[config.mk]
export PLATFORM = sky130hd
export DESIGN_NAME = entity_table_writer
export DESIGN_NICKNAME = d
export VERILOG_FILES = /design/src/rtl/entity_pkg.sv /design/src/rtl/raster_tick_gen.sv /design/src/rtl/entity_table_writer.sv
export SDC_FILE = /design/constraint.sdc
export NUM_CORES = 1
export LEC_CHECK = 0
export BUFFER_PORTS_ARGS = -buffer_cell sky130_fd_sc_hd__buf_2
export CORE_MARGIN = 3
export CORE_UTILIZATION = 61
export CTS_CLUSTER_SIZE = 30
export DETAILED_ROUTE_END_ITERATION = 8
export PLACE_DENSITY_LB_ADDON = 0.08
export SYNTH_ARGS = -nofsm -noshare
export SYNTH_HDL_FRONTEND = slang
export SYNTH_SLANG_ARGS = --single-unit
export TNS_END_PERCENT = 50
[constraint.sdc]
create_clock -name clk -period 3.02 [get_ports clk]
set_clock_uncertainty 0.2 [all_clocks]
set_input_delay 0.906 -clock clk [delete_from_list [all_inputs] [get_ports clk]]
set_output_delay 0.906 -clock clk [all_outputs]
set_load 0.01 [all_outputs]
[src/rtl/entity_pkg.sv]
// Shared entity-slot definitions: word field layout, screen geometry and writer FSM states.
// Used by both the entity table writer and the frame buffer renderer.
package entity_pkg;

  localparam int NUM_SLOTS    = 9;
  localparam int V_VISIBLE    = 480;
  localparam int SCREENSIZE_H = 16;
  localparam int SCREENSIZE_V = 12;
  localparam int NUM_LOCS     = SCREENSIZE_H * SCREENSIZE_V;

  localparam int ID_MSB     = 13;
  localparam int ID_LSB     = 10;
  localparam int ORIENT_MSB = 9;
  localparam int ORIENT_LSB = 8;
  localparam int LOC_MSB    = 7;
  localparam int LOC_LSB    = 0;

  localparam int ID_W     = ID_MSB - ID_LSB + 1;
  localparam int ORIENT_W = ORIENT_MSB - ORIENT_LSB + 1;
  localparam int LOC_W    = LOC_MSB - LOC_LSB + 1;
  localparam int ENTITY_W = ID_W + ORIENT_W + LOC_W;

  typedef logic [ENTITY_W-1:0] entity_word_t;

  localparam logic [ID_W-1:0] ENTITY_UNUSED_ID  = 4'hF;
  localparam entity_word_t    ENTITY_RESET_WORD = {ENTITY_UNUSED_ID, {ORIENT_W{1'b0}}, {LOC_W{1'b0}}};

  typedef enum logic [0:0] {
    S_RUN   = 1'b0,
    S_CLEAR = 1'b1
  } writer_state_e;

  // An unused entity may carry any location; a live one must sit on the tile grid.
  function automatic logic word_is_placeable(entity_word_t w);
    return (w[ID_MSB:ID_LSB] == ENTITY_UNUSED_ID) || (int'(w[LOC_MSB:LOC_LSB]) < NUM_LOCS);
  endfunction

endpackage

[src/rtl/raster_tick_gen.sv]
// Produces a single registered frame_tick when the raster first reaches the start of vertical blank.
module raster_tick_gen
  import entity_pkg::*;
(
  input  logic       clk,
  input  logic       reset,
  input  logic [9:0] counter_V,
  input  logic [9:0] counter_H,
  output logic       frame_tick
);

  logic at_commit_point;
  logic at_commit_point_q;
  logic tick_q;

  assign at_commit_point = (counter_V == 10'(V_VISIBLE)) && (counter_H == 10'd0);

  // NOTE: sequential state uses non-blocking assignments so every register samples pre-edge values.
  always_ff @(posedge clk or negedge reset) begin
    if (!reset) begin
      at_commit_point_q <= 1'b0;
      tick_q            <= 1'b0;
    end else begin
      at_commit_point_q <= at_commit_point;
      tick_q            <= at_commit_point && !at_commit_point_q;
    end
  end

  assign frame_tick = tick_q;

endmodule

[src/rtl/entity_table_writer.sv]
// Double-buffered entity slot table: writes land in a shadow bank copied to the outputs at vertical blank.
// Define ENTITY_BOUNDS_CHECK_EN to drop off-grid or bad-slot writes and raise the sticky err output.
module entity_table_writer
  import entity_pkg::*;
(
  input  logic                clk,
  input  logic                reset,
  input  logic                wr_valid,
  output logic                wr_ready,
  input  logic [3:0]          wr_slot,
  input  logic [ENTITY_W-1:0] wr_data,
  input  logic                clr_req,
  input  logic [9:0]          counter_V,
  input  logic [9:0]          counter_H,
  output logic [ENTITY_W-1:0] entity_1,
  output logic [ENTITY_W-1:0] entity_2,
  output logic [ENTITY_W-1:0] entity_3,
  output logic [ENTITY_W-1:0] entity_4,
  output logic [ENTITY_W-1:0] entity_5,
  output logic [ENTITY_W-1:0] entity_6,
  output logic [ENTITY_W-1:0] entity_7,
  output logic [ENTITY_W-1:0] entity_8,
  output logic [ENTITY_W-1:0] entity_9,
  output logic                dirty,
  output logic                frame_committed
`ifdef ENTITY_BOUNDS_CHECK_EN
  ,
  output logic                err
`endif
);

  writer_state_e state_q, state_d;
  entity_word_t  shadow_q [NUM_SLOTS];
  entity_word_t  shadow_d [NUM_SLOTS];
  entity_word_t  active_q [NUM_SLOTS];
  logic [3:0]    sweep_q, sweep_d;
  logic          dirty_q, dirty_d;
  logic          committed_q;

  logic frame_tick;
  logic accept;
  logic slot_ok;
  logic store;
  logic commit;

  raster_tick_gen u_tick (
    .clk        (clk),
    .reset      (reset),
    .counter_V  (counter_V),
    .counter_H  (counter_H),
    .frame_tick (frame_tick)
  );

  // A clear request takes priority, so the same-cycle write is refused rather than silently lost.
  assign wr_ready = (state_q == S_RUN) && !clr_req;
  assign accept   = wr_valid && wr_ready;
  assign slot_ok  = wr_slot < 4'(NUM_SLOTS);
  assign commit   = frame_tick && (state_q == S_RUN) && dirty_q;

`ifdef ENTITY_BOUNDS_CHECK_EN
  assign store = accept && slot_ok && word_is_placeable(wr_data);
`else
  assign store = accept && slot_ok;
`endif

  // NOTE: every always_comb output gets a default first so no path can infer a latch.
  always_comb begin
    state_d  = state_q;
    sweep_d  = sweep_q;
    dirty_d  = dirty_q;
    shadow_d = shadow_q;
    unique case (state_q)
      S_RUN: begin
        if (commit) dirty_d = 1'b0;
        if (clr_req) begin
          state_d = S_CLEAR;
          sweep_d = 4'd0;
        end else if (store) begin
          shadow_d[wr_slot] = wr_data;
          dirty_d           = 1'b1;
        end
      end
      S_CLEAR: begin
        shadow_d[sweep_q] = ENTITY_RESET_WORD;
        sweep_d           = sweep_q + 4'd1;
        if (sweep_q == 4'(NUM_SLOTS - 1)) begin
          dirty_d = 1'b1;
          state_d = S_RUN;
        end
      end
      default: state_d = S_RUN;
    endcase
  end

  // NOTE: the shadow and active banks are reset because the renderer relies on a known "unused" scene.
  always_ff @(posedge clk or negedge reset) begin
    if (!reset) begin
      state_q     <= S_RUN;
      sweep_q     <= 4'd0;
      dirty_q     <= 1'b0;
      committed_q <= 1'b0;
      for (int k = 0; k < NUM_SLOTS; k++) begin
        shadow_q[k] <= ENTITY_RESET_WORD;
        active_q[k] <= ENTITY_RESET_WORD;
      end
    end else begin
      state_q     <= state_d;
      sweep_q     <= sweep_d;
      dirty_q     <= dirty_d;
      committed_q <= commit;
      shadow_q    <= shadow_d;
      if (commit) active_q <= shadow_q;
    end
  end

`ifdef ENTITY_BOUNDS_CHECK_EN
  logic err_q;

  always_ff @(posedge clk or negedge reset) begin
    if (!reset) begin
      err_q <= 1'b0;
    end else if (accept && !clr_req && !(slot_ok && word_is_placeable(wr_data))) begin
      err_q <= 1'b1;
    end
  end

  assign err = err_q;
`endif

  assign entity_1        = active_q[0];
  assign entity_2        = active_q[1];
  assign entity_3        = active_q[2];
  assign entity_4        = active_q[3];
  assign entity_5        = active_q[4];
  assign entity_6        = active_q[5];
  assign entity_7        = active_q[6];
  assign entity_8        = active_q[7];
  assign entity_9        = active_q[8];
  assign dirty           = dirty_q;
  assign frame_committed = committed_q;

endmodule
---- Word-level counts from Yosys, hierarchy flattened ----
Cells that the tools add are included.
storage, ports and cells
  register bits after elaboration ......... 261
  bits of input ports ..................... 42
  output and inout port bits .............. 129
  logic and storage cells ................. 73
operators by class
  add/subtract/negate cells ............... 1
  magnitude comparators ................... 5
  equality and inequality tests ........... 6
  multiplexer cells ....................... 18
  bitwise logic cells ..................... 6
  reductions and logical operators ........ 13
operators with widths
  cell                 count
  $mux 126             2
  $pmux 126 s2         1
  $bwmux 126           1
  $demux 14 s4         2
  $and 90x90->90       1
  $not 90->90          1
  $or 36x36->36        1
  $mux 14              2
  $eq 10x9->1 const B  1
  $ge 5x5->1 const B   2
  $logic_not 10->1     1
  $lt 5x1->1 const B   2
  $not 4->5            2
  $logic_and 1x1->1    9
  $pmux 4 s2           1
  $mux 1               6
  $ne 2x2->1 const B   3
  $add 4x1->4 const B  1
  $eq 4x4->1 const B   1
  $lt 4x4->1 const B   1
  $mux 4               1
  $pmux 1 s2           2
  $logic_not 1->1      2
  $ne 2x1->1 const B   1
  2 further kinds      2

---- Depth between registers and ports, before layout ----
Gate-level depths: netlist (run 1).
  depth in word-level cells ............... 9
  depth in mapped cells ................... 6
  depth with buffers taken out ............ 5

---- Hierarchy ----
From an unflattened synthesis (run 1), not the netlist that was laid out.
unflattened totals
  cell total of the unflattened synthesis .. 746
  area, all modules ....................... 10,571.4 µm²
by module, submodules not included
  module               instances  cells an instance  area each (µm²)  sequential area each (µm²)
  entity_table_writer  1          735                10,442.5         6,571.3
  raster_tick_gen      1          11                 128.9            50.0

---- Worst setup path before layout (run 1) ----
Ideal clock, no wire load.
  path type ............................... input-to-output
  start point ............................. input port clr_req
  end point ............................... output port wr_ready
  data arrival time ....................... 1.230 ns
  data required time ...................... 1.914 ns
  slack ................................... 0.684 ns
  cell stages on the path ................. 1
  path buffers ............................ 0
  path through ............................ nor2_1
between the ends
  word-level cells in the longest chain between the ends .. 2
ends and longest elaborated chain
  item                RTL line                   text
  start: declaration  entity_table_writer.sv:12  input logic clr_req,
  $logic_not 1->1     entity_table_writer.sv:55  assign wr_ready = (state_q == S_RUN) && !clr_req;
  $logic_and 1x1->1   entity_table_writer.sv:55
  end: declaration    entity_table_writer.sv:9   output logic wr_ready,
No other way between the ends.

---- Worst setup path after layout (run 1) ----
  start point ............................. register state_q
  end point ............................... output port wr_ready
between the ends
  word-level cells in the longest chain between the ends .. 2
ends and longest elaborated chain
  item                      RTL line                    text
  start: declaration        entity_table_writer.sv:32   writer_state_e state_q, state_d;
  start signal: assignment  entity_table_writer.sv:107  state_q <= state_d;
  $not 1->1                 --
  $logic_and 1x1->1         entity_table_writer.sv:55
No other way between the ends.

==> results of run 1 <==
==> critical path, delay by kind of cell, from the launching register on <==
kind          cells  cell delay, ps
flops             1             410
buf+inv           2             370
simple gates      1             150
==> cells by family after synthesis <==
logic type / after synthesis
buf+inv: 59
simple gates: 183
mux: 239
flops: 261
compound gates: 21
fa+ha+maj: 4
==> how the worst min path moves through the flow <==
| stage | endpoint | slack (ps) | cells after the start |
|---|---|---|---|
| finish | entity_7[4]$_DFFE_PN0P_ | 80 | 1 |
| global route | entity_7[4]$_DFFE_PN0P_ | 90 | 1 |
| CTS | entity_7[3]$_DFFE_PN0P_ | 90 | 1 |
| detailed placement | u_tick.frame_tick$_DFF_PN0_ | 240 | 1 |
| global placement | u_tick.frame_tick$_DFF_PN0_ | 230 | 1 |
| floorplan | u_tick.frame_tick$_DFF_PN0_ | 190 | 1 |
==> registers in the layout, summed over array words and instances (netlist names), 4 cells and up <==
register / flops
entity_7: 14
entity_8: 14
entity_2: 14
sweep_q: 4
entity_3: 14
entity_5: 14
shadow_q: 126
entity_4: 14
entity_9: 14
entity_6: 14
entity_1: 14
==> cells in the mapped netlist (all sizes together) (3+ instances only) <==
cell	number	area, sq um
mux2i	81	811
nor4b	5	58.8
dfrtp	189	4730
nor2	7	26.3
o21ai	17	85.1
nand4b	5	43.8
dfstp	72	1890
nand2b	32	200
buf	30	199
clkbuf	14	53.8
ha	4	50.1
nand4bb	4	45.0
nand3	18	95.1
mux2	158	1780
and4b	3	30.0
nor3	3	20.0
nand2	95	357
inv	15	56.3
==> routing by layer <==
layer	routed length (um)	vias up	share of wire (%)	track usage, %
met5	0	-	0	0
met4	503	0	2.0	6.71
met3	1500	42	6.0	4.70
met2	12400	220	50	44.6
met1	10300	3465	42	34.7
li1	-	2999	-	-
==> power by group through the flow <==
stage               sequential [mW]  clock [mW]  combinational, mW
floorplan                      4.42           0              0.897
global placement               4.58           0               1.14
detailed placement             4.62           0               1.24
CTS                            4.56        3.42               1.25
global route                   4.63        3.60               1.39
finish                         4.57        3.37               1.25
==> stage by stage <==
stage	cell area (sq um)	std cells	setup slack (ps)	utilization, %
6_report	12700	1185	469	75.4
5_1_grt	12700	1185	394	75.4
3_3_place_gp	11800	1136	415	69.9
4_1_cts	12700	1185	468	75.4
3_5_place_dp	11800	1136	341	69.9
2_1_floorplan	10600	767	684	-
==> final cells by class <==
type	instances	area, sq um	area share [%]
sequential	261	6620	52.2
multi-input combinational	447	3720	29.3
timing repair buffer	193	1080	8.55
clock buffer	43	816	6.44
tap	220	275	2.17
clock inverter	6	105	0.829
inverter	15	56.3	0.444
==> results.cfg, run 1 <==
[run_status]
status = completed

[floorplan]
die_h_um = 138
coreArea_sq_um = 16800
start_util_pct = 63.3
dieWidth_um = 138
std_cell_rows = 47
dieArea_sq_um = 19100
io_pins = 171

[cts]
clockRootBuffer = clkbuf_16
ctsResizeCount = 0
cts_setup_buffers = 0
clock_sinks = 261
clk_pin_slew_ps = 60
clk_latency_ps = 510
htree_levels = 1
cts_buffers = 27
hold_buffers = 0
cts_buffer_depth = 3
cts_tree = yes

[pwr]
p_switching_mw = 2.39
total_power_mw = 9.18
ir_drop_mv = 0.515
p_per_area_nw_per_um2 = 725
combPwrFrac_pct = 13.6
power.internal_mw = 6.80
leakagePower_nw = 6.56
p_seq_share_pct = 49.7
clkPwrFrac_pct = 36.7
p_sw_share_pct = 26.0

[timing]
drv_slew = 0
finalCritPeriodShare_pct = 84.5
fin_crit_ps = 2550
rsz0062_at_grt = false
tightest_slew_ps = 697
hold_slack_ps = 80.4
setup_viol = 0
max-slew-margin-rel_pct = 53.3
finalHoldViolations = 0
finalSetupTns_ps = 0
clock.fmax_mhz = 392

[drt]
drt_drc_violations_left = 0
ant_nets = 0
drtIter0Drc = 409
num_vias = 6726
drt_first_pass_iters = 5
wl_per_cell_um = 20.9
drt-vias-per-instance = 5.68
wl_mm = 24.7

[global_route]
grt_usage_pct = 26.0
grt_max_degree = 89
grt_pass1_vias = 7143
grt.overflow.total = 0
antenna_found_initial = 0
grt_pass1_wl_mm = 39.8

[synthesis]
ys_seq_area_share_pct = 62.2
synth-warning-count = 0
synth_area_sq_um = 10600
async_flop_share_pct = 100
syn_inst = 767
synthAdderAreaFrac_pct = 0.470
syn_nets = 813
synth_ff_type = dfrtp_1
synthMuxAreaShare_pct = 24.3
synth-compound-area-share_pct = 1.06
synth_xor_area_share_pct = 0
synth_edf_count = 0
synth-simple-area-share_pct = 9.05
synth_cell_types = 38
synth_top_family_by_area = multiplexers
syn_avg_cell_area_sq_um = 13.9
ys_seq_elements = 261

[critical_path]
crit_end = wr_ready
worstPathRequired_ps = 1910
cp_max_fo = 21
reg2reg_depth = 6
cp-start-kind = register
r2r_slack_ps = 930
r2r-end = shadow_q[7]$_DFFE_PN0P_
end_kind = output pin
crit_slowest_cell = dfrtp_1
r2r_start = sweep_q[0]$_DFFE_PN0P_
crit_start = state_q$_DFF_PN0_
crit_chain = buf_4 -> nor2_1 -> buf_2
critPathKind = reg -> out
cp.arrival_ps = 1440
cpPeakStageDelay_ps = 410

[layout]
drive_above_1_share_pct = 48.1
syn_to_final_growth_pct = 19.0
num_antenna_cells = 0
layout_commonest_cell = dfrtp_1
fillers = 1135
final_nets = 991
layout_common_cells = 189 x dfrtp_1, 169 x buf_2, 153 x mux2_2

[flow_run]
max_cap_viol_count = 0

[min_path]
min_path_type = in -> async

[placed_design]
io_buffers = 170
gp_congestion = 0.827
dp_hpwl_mm = 16.6
(Power assumes the default switching activity.)
==> inputs of run 2 (changes only) <==
--- a/config.mk
+++ b/config.mk
@@ -5,9 +5,10 @@
 export SDC_FILE = /design/constraint.sdc
 export NUM_CORES = 1
 export LEC_CHECK = 0
+export ABC_AREA = 1
 export BUFFER_PORTS_ARGS = -buffer_cell sky130_fd_sc_hd__buf_2
 export CORE_MARGIN = 3
-export CORE_UTILIZATION = 61
+export CORE_UTILIZATION = 52
 export CTS_CLUSTER_SIZE = 30
 export DETAILED_ROUTE_END_ITERATION = 8
 export PLACE_DENSITY_LB_ADDON = 0.08
==> constraint.sdc (replaced) <==
create_clock -name clk -period 2.3 [get_ports clk]
set_clock_uncertainty 0.2 [all_clocks]
set_input_delay 0.69 -clock clk [delete_from_list [all_inputs] [get_ports clk]]
set_output_delay 0.69 -clock clk [all_outputs]
set_load 0.01 [all_outputs]
==> run 2 against run 1 <==
First-iteration DRC count grew 110%; global-route usage shrank 0.60 points; critical endpoint unchanged; utilization shrank 12 points; sequential power grew 35%; register-to-register slack lost 530 ps; sequential share of layout area shrank 5.2 points; wire length grew 28%; synthesized cell count grew 97%; clock-buffer cell count grew 2; critical path depth shrank 1; cell area grew 11%; clock power grew 30%.
==> results.cfg, run 2 <==
[run_status]
status = completed

[cts]
cts_tree = yes
cts_buffers = 28
cts_setup_buffers = 0
clock_sinks = 261
cts_buffer_depth = 3
clockRootBuffer = clkbuf_16
htree_levels = 1
clk_latency_ps = 550
clk_pin_slew_ps = 60

[synthesis]
synth_cell_types = 28
synth-warning-count = 0
synth_common_cells = 728 x nand2_1, 263 x nand3_1, 189 x dfrtp_1
synth_top_cell_by_area = dfrtp_1
ys_seq_area_share_pct = 55.2
yosysMostFrequentCell = nand2_1
async_flop_share_pct = 100
synthTopCellsByArea = dfrtp_1 39%, nand2_1 23%, dfstp_2 16%
synth_ff_type = dfrtp_1
syn_nets = 1560
synth_top_area_share_pct = 39.4
ys_seq_elements = 261
syn_inst = 1514
synth_edf_count = 0
synth_area_sq_um = 12000
syn_avg_cell_area_sq_um = 7.93

[critical_path]
crit_end = wr_ready
cp-start-kind = register
r2r_slack_ps = 400
crit_start = state_q$_DFF_PN0_
r2r-end = shadow_q[96]$_DFFE_PN1P_
worstPathRequired_ps = 1410
cp_max_fo = 6
cp.arrival_ps = 1310
r2r_start = sweep_q[3]$_DFFE_PN0P_
reg2reg_depth = 7
end_kind = output pin
critPathKind = reg -> out

[timing]
clock.fmax_mhz = 455
drv_slew = 0
tightest_slew_ps = 566
hold_slack_ps = 220
finalHoldViolations = 0
max-slew-margin-rel_pct = 62.2
finalSetupTns_ps = 0
setup_viol = 0
rsz0062_at_grt = false
fin_crit_ps = 2200
finalCritPeriodShare_pct = 95.6

[global_route]
grt_pass1_wl_mm = 51.2
use_met3_pct = 3.44
busiest_layer = met2
met2_usage_pct = 42.0
grt.overflow.total = 0
grt_usage_pct = 25.4
grt_max_degree = 96
use_met1_pct = 35.4
grt_pass1_vias = 9885
antenna_found_initial = 0

[layout]
syn_to_final_growth_pct = 17.4
layout_common_cells = 728 x nand2_1, 262 x nand3_1, 188 x dfrtp_1
fillers = 1966
layout_commonest_cell = nand2_1
drive_above_1_share_pct = 20.7
finalNonFillerCells = 1958
largest-register = shadow_q
largest_reg_flops = 126
num_antenna_cells = 0
final_nets = 1703

[placed_design]
io_buffers = 170
dpl.cell_count = 1906
gp_congestion = 0.923
dp_hpwl_mm = 20.9

[pwr]
p_per_area_nw_per_um2 = 1000
ir_drop_mv = 0.516
leakagePower_nw = 8.04
total_power_mw = 14.1

[drt]
drt_drc_violations_left = 0
drtIter0Drc = 844
wl_mm = 31.6
wl_per_cell_um = 16.1
ant_nets = 0
num_vias = 10407
drt_first_pass_iters = 6
drt-vias-per-instance = 5.32

[floorplan]
dieWidth_um = 158
dieArea_sq_um = 24900
start_util_pct = 54.0
std_cell_rows = 54
die_h_um = 158
io_pins = 171
coreArea_sq_um = 22200

[flow_run]
max_cap_viol_count = 0

[min_path]
min_path_type = reg -> reg
-- run 2: final cells by class --
class | instances | area (sq um) | area share (%)
sequential | 261 | 6620 | 47.0
multi-input combinational | 1102 | 4730 | 33.6
timing repair buffer | 211 | 1280 | 9.11
clock buffer | 45 | 805 | 5.71
tap | 280 | 350 | 2.49
inverter | 53 | 201 | 1.43
clock inverter | 6 | 93.8 | 0.666
-- run 2: per-layer routing --
| layer | vias up | part of all wire, % |
|---|---|---|
| met5 | - | 0 |
| li1 | 5075 | - |
| met3 | 51 | 6.2 |
| met4 | 0 | 2.3 |
| met2 | 348 | 48 |
| met1 | 4933 | 44 |
-- run 2: what timing repair did --
action / CTS / global route
hold endpoints to repair: 31 / 0
endpoints found under the setup margin: 0 / 1
hold buffers: 1 / 0
gates resized for setup: 0 / 1
-- run 2: worst min-delay path by stage --
stage                                                  start                     endpoint  slack [ps]  depth (start not counted)
after floorplan           u_tick.at_commit_point_q$_DFF_PN0_  u_tick.frame_tick$_DFF_PN0_         180                          1
after global placement    u_tick.at_commit_point_q$_DFF_PN0_  u_tick.frame_tick$_DFF_PN0_         250                          1
after detailed placement  u_tick.at_commit_point_q$_DFF_PN0_  u_tick.frame_tick$_DFF_PN0_         250                          1
after CTS                 u_tick.at_commit_point_q$_DFF_PN0_  u_tick.frame_tick$_DFF_PN0_         230                          1
after global routing      u_tick.at_commit_point_q$_DFF_PN0_  u_tick.frame_tick$_DFF_PN0_         240                          1
final                     u_tick.at_commit_point_q$_DFF_PN0_  u_tick.frame_tick$_DFF_PN0_         220                          1
-- run 2: worst max-delay path: stages, from the launching register on --
cell,delay (ps)
dfrtp_2,480
nor2_2,160
buf_2,140
-- run 2: cells by family after synthesis --
logic type                 synth area share (%)
AOI/OAI and AO/OA                          1.71
adders and majority gates                 0.417
buffers and inverters                      5.56
DFF                                        55.2
and+or+nand+nor                            37.2
-- run 2: where the power goes --
part           internal [mW]  switching, mW  leakage [nW]
Sequential              5.56          0.589          3.36
Clock                   2.61           1.78         0.432
Combinational           1.16           2.40          4.24
-- run 2: stage by stage --
stage               setup slack (ps)  utilization (%)  cell area [sq um]
global route                    35.5             63.4              14100
floorplan                        416                -              12000
global placement                72.6             59.3              13200
finish                           100             63.4              14100
detailed placement              19.3             59.3              13200
CTS                             41.6             63.4              14100
==> inputs of run 3 (changes only) <==
--- a/config.mk
+++ b/config.mk
@@ -12,6 +12,7 @@
 export CTS_CLUSTER_SIZE = 30
 export DETAILED_ROUTE_END_ITERATION = 8
 export PLACE_DENSITY_LB_ADDON = 0.08
+export SETUP_SLACK_MARGIN = 0.2
 export SYNTH_ARGS = -nofsm -noshare
 export SYNTH_HDL_FRONTEND = slang
 export SYNTH_SLANG_ARGS = --single-unit
==> run 3 against run 2 <==
Sequential power is essentially flat; first-iteration DRC count decreased by 3.8%; via count barely moved; non-clock buffer count rose by 2; clock power barely moved; wire length grew 0.60%; utilization up 0.54 points; setup slack better by 120 ps; sequential cell count stayed put; critical endpoint unchanged; register-to-register slack worse by 120 ps; global-route usage up 0.070 points; maximum frequency is 5.8% higher.
==> results.cfg, run 3 (synthesis results as in run 2) <==
[layout]
layout_common_cells = 728 x nand2_1, 262 x nand3_1, 188 x dfrtp_1
syn_to_final_growth_pct = 18.4
largest_reg_flops = 126
num_antenna_cells = 0
stdcell_area_sq_um = 14200
largest-register = shadow_q
drive_above_1_share_pct = 20.8
layout_commonest_cell = nand2_1
final_nets = 1705

[cts]
clk_latency_ps = 550
clk_pin_slew_ps = 60
clockRootBuffer = clkbuf_16
htree_levels = 1
clock_sinks = 261
cts_buffers = 28
cts_buffer_depth = 3
cts_tree = yes

[drt]
drt_drc_violations_left = 0
drt-vias-per-instance = 5.31
drt_first_pass_iters = 5
ant_nets = 0
met1_length_mm = 13.9
drtIter0Drc = 812
wl_met3_mm = 1.86
routed.top_layer = met4
dr_wl_met2_mm = 15.2
wl_per_cell_um = 16.2
wl_mm = 31.8
num_vias = 10403

[pwr]
clkPwrFrac_pct = 31.1
p_switching_mw = 4.77
leakagePower_nw = 8.06
p_seq_share_pct = 43.5
p_per_area_nw_per_um2 = 993
combPwrFrac_pct = 25.4
p_sw_share_pct = 33.8
ir_drop_mv = 0.516
power.internal_mw = 9.34

[global_route]
antenna_found_initial = 0
grt_max_degree = 96
grt.overflow.total = 0
grt_pass1_vias = 9899
grt_pass1_wl_mm = 51.3
grt_usage_pct = 25.4

[placed_design]
io_buffers = 170
gp_congestion = 0.923
dp_hpwl_mm = 20.9
place_area_sq_um = 13200

[floorplan]
std_cell_rows = 54
io_pins = 171
dieWidth_um = 158
coreArea_sq_um = 22200
dieArea_sq_um = 24900
die_h_um = 158
start_util_pct = 54.0

[flow_run]
max_cap_viol_count = 0

[critical_path]
worstPathRequired_ps = 1410
critPathKind = reg -> out
end_kind = output pin
cp.arrival_ps = 1190
cp_max_fo = 2
cp-start-kind = register

[timing]
finalSetupTns_ps = 0
finalCritPeriodShare_pct = 90.4
finalHoldViolations = 0
tightest_slew_ps = 564
drv_slew = 0
clock.fmax_mhz = 481
max-slew-margin-rel_pct = 62.3
setup_viol = 0
fin_crit_ps = 2080
rsz0062_at_grt = true

[run_status]
status = completed

[min_path]
min_path_type = reg -> reg
[run 3: per-layer routing]
layer | global-route usage [%] | vias up
met5 | 0 | -
met2 | 42.1 | 347
met1 | 35.6 | 4922
met4 | 7.09 | 0
li1 | - | 5077
met3 | 3.31 | 57
[run 3: repair_timing]
item / 4_1_cts / 5_1_grt
pin swaps: 1 / 0
setup endpoints to repair: 6 / 31
cloned: 0 / 0
hold buffers: 1 / 0
resized for setup: 5 / 13
buffers inserted: 1 / 1
hold endpoints to repair: 31 / 0
[run 3: power by group through the flow]
stage                     Clock [mW]  Combinational, mW  Sequential (mW)
final                           4.39               3.59             6.14
after global routing            4.67               4.14             6.24
after CTS                       4.49               3.59             6.12
after detailed placement           0               3.55             6.19
after global placement             0               3.44             6.17
after floorplan                    0               2.73             6.00
[run 3: worst paths after layout]
check / cells after the start / startpoint / endpoint / slack, ps
worst max-delay path: 2 / state_q$_DFF_PN0_ / wr_ready / 220
min in group asynchronous: 2 / reset / entity_3[6]$_DFFE_PN0P_ / 450
max in group asynchronous: 3 / reset / entity_3[11]$_DFFE_PN1P_ / 780
worst min-delay path: 1 / u_tick.at_commit_point_q$_DFF_PN0_ / u_tick.frame_tick$_DFF_PN0_ / 220
worst min register to register: 1 / u_tick.at_commit_point_q$_DFF_PN0_ / u_tick.frame_tick$_DFF_PN0_ / 220
worst max register to register: 7 / state_q$_DFF_PN0_ / shadow_q[21]$_DFFE_PN0P_ / 280
[run 3: metrics by stage]
stage	util (%)	hold slack, ps	instances	worst slack (ps)	total power [mW]
6_report	63.9	218	1960	220	14.1
5_1_grt	63.9	237	1960	162	15.0
4_1_cts	63.5	228	1959	193	14.2
3_5_place_dp	59.3	250	1906	19.3	9.74
3_3_place_gp	59.3	248	1906	72.6	9.61
2_1_floorplan	-	178	1514	416	8.73
[run 3: cell type report]
cell class | instances | area, sq um
Timing Repair Buffer | 213 | 1400
Tap cell | 280 | 350
Multi-Input combinational cell | 1102 | 4730
Clock inverter | 6 | 93.8
Inverter | 53 | 201
Clock buffer | 45 | 805
Fill cell | 1948 | 8020
Sequential cell | 261 | 6620
[run 3: worst max-delay path: stages, from the launching register on]
cell and delay, ps:
dfrtp_2 440, nor2_4 110, buf_6 110
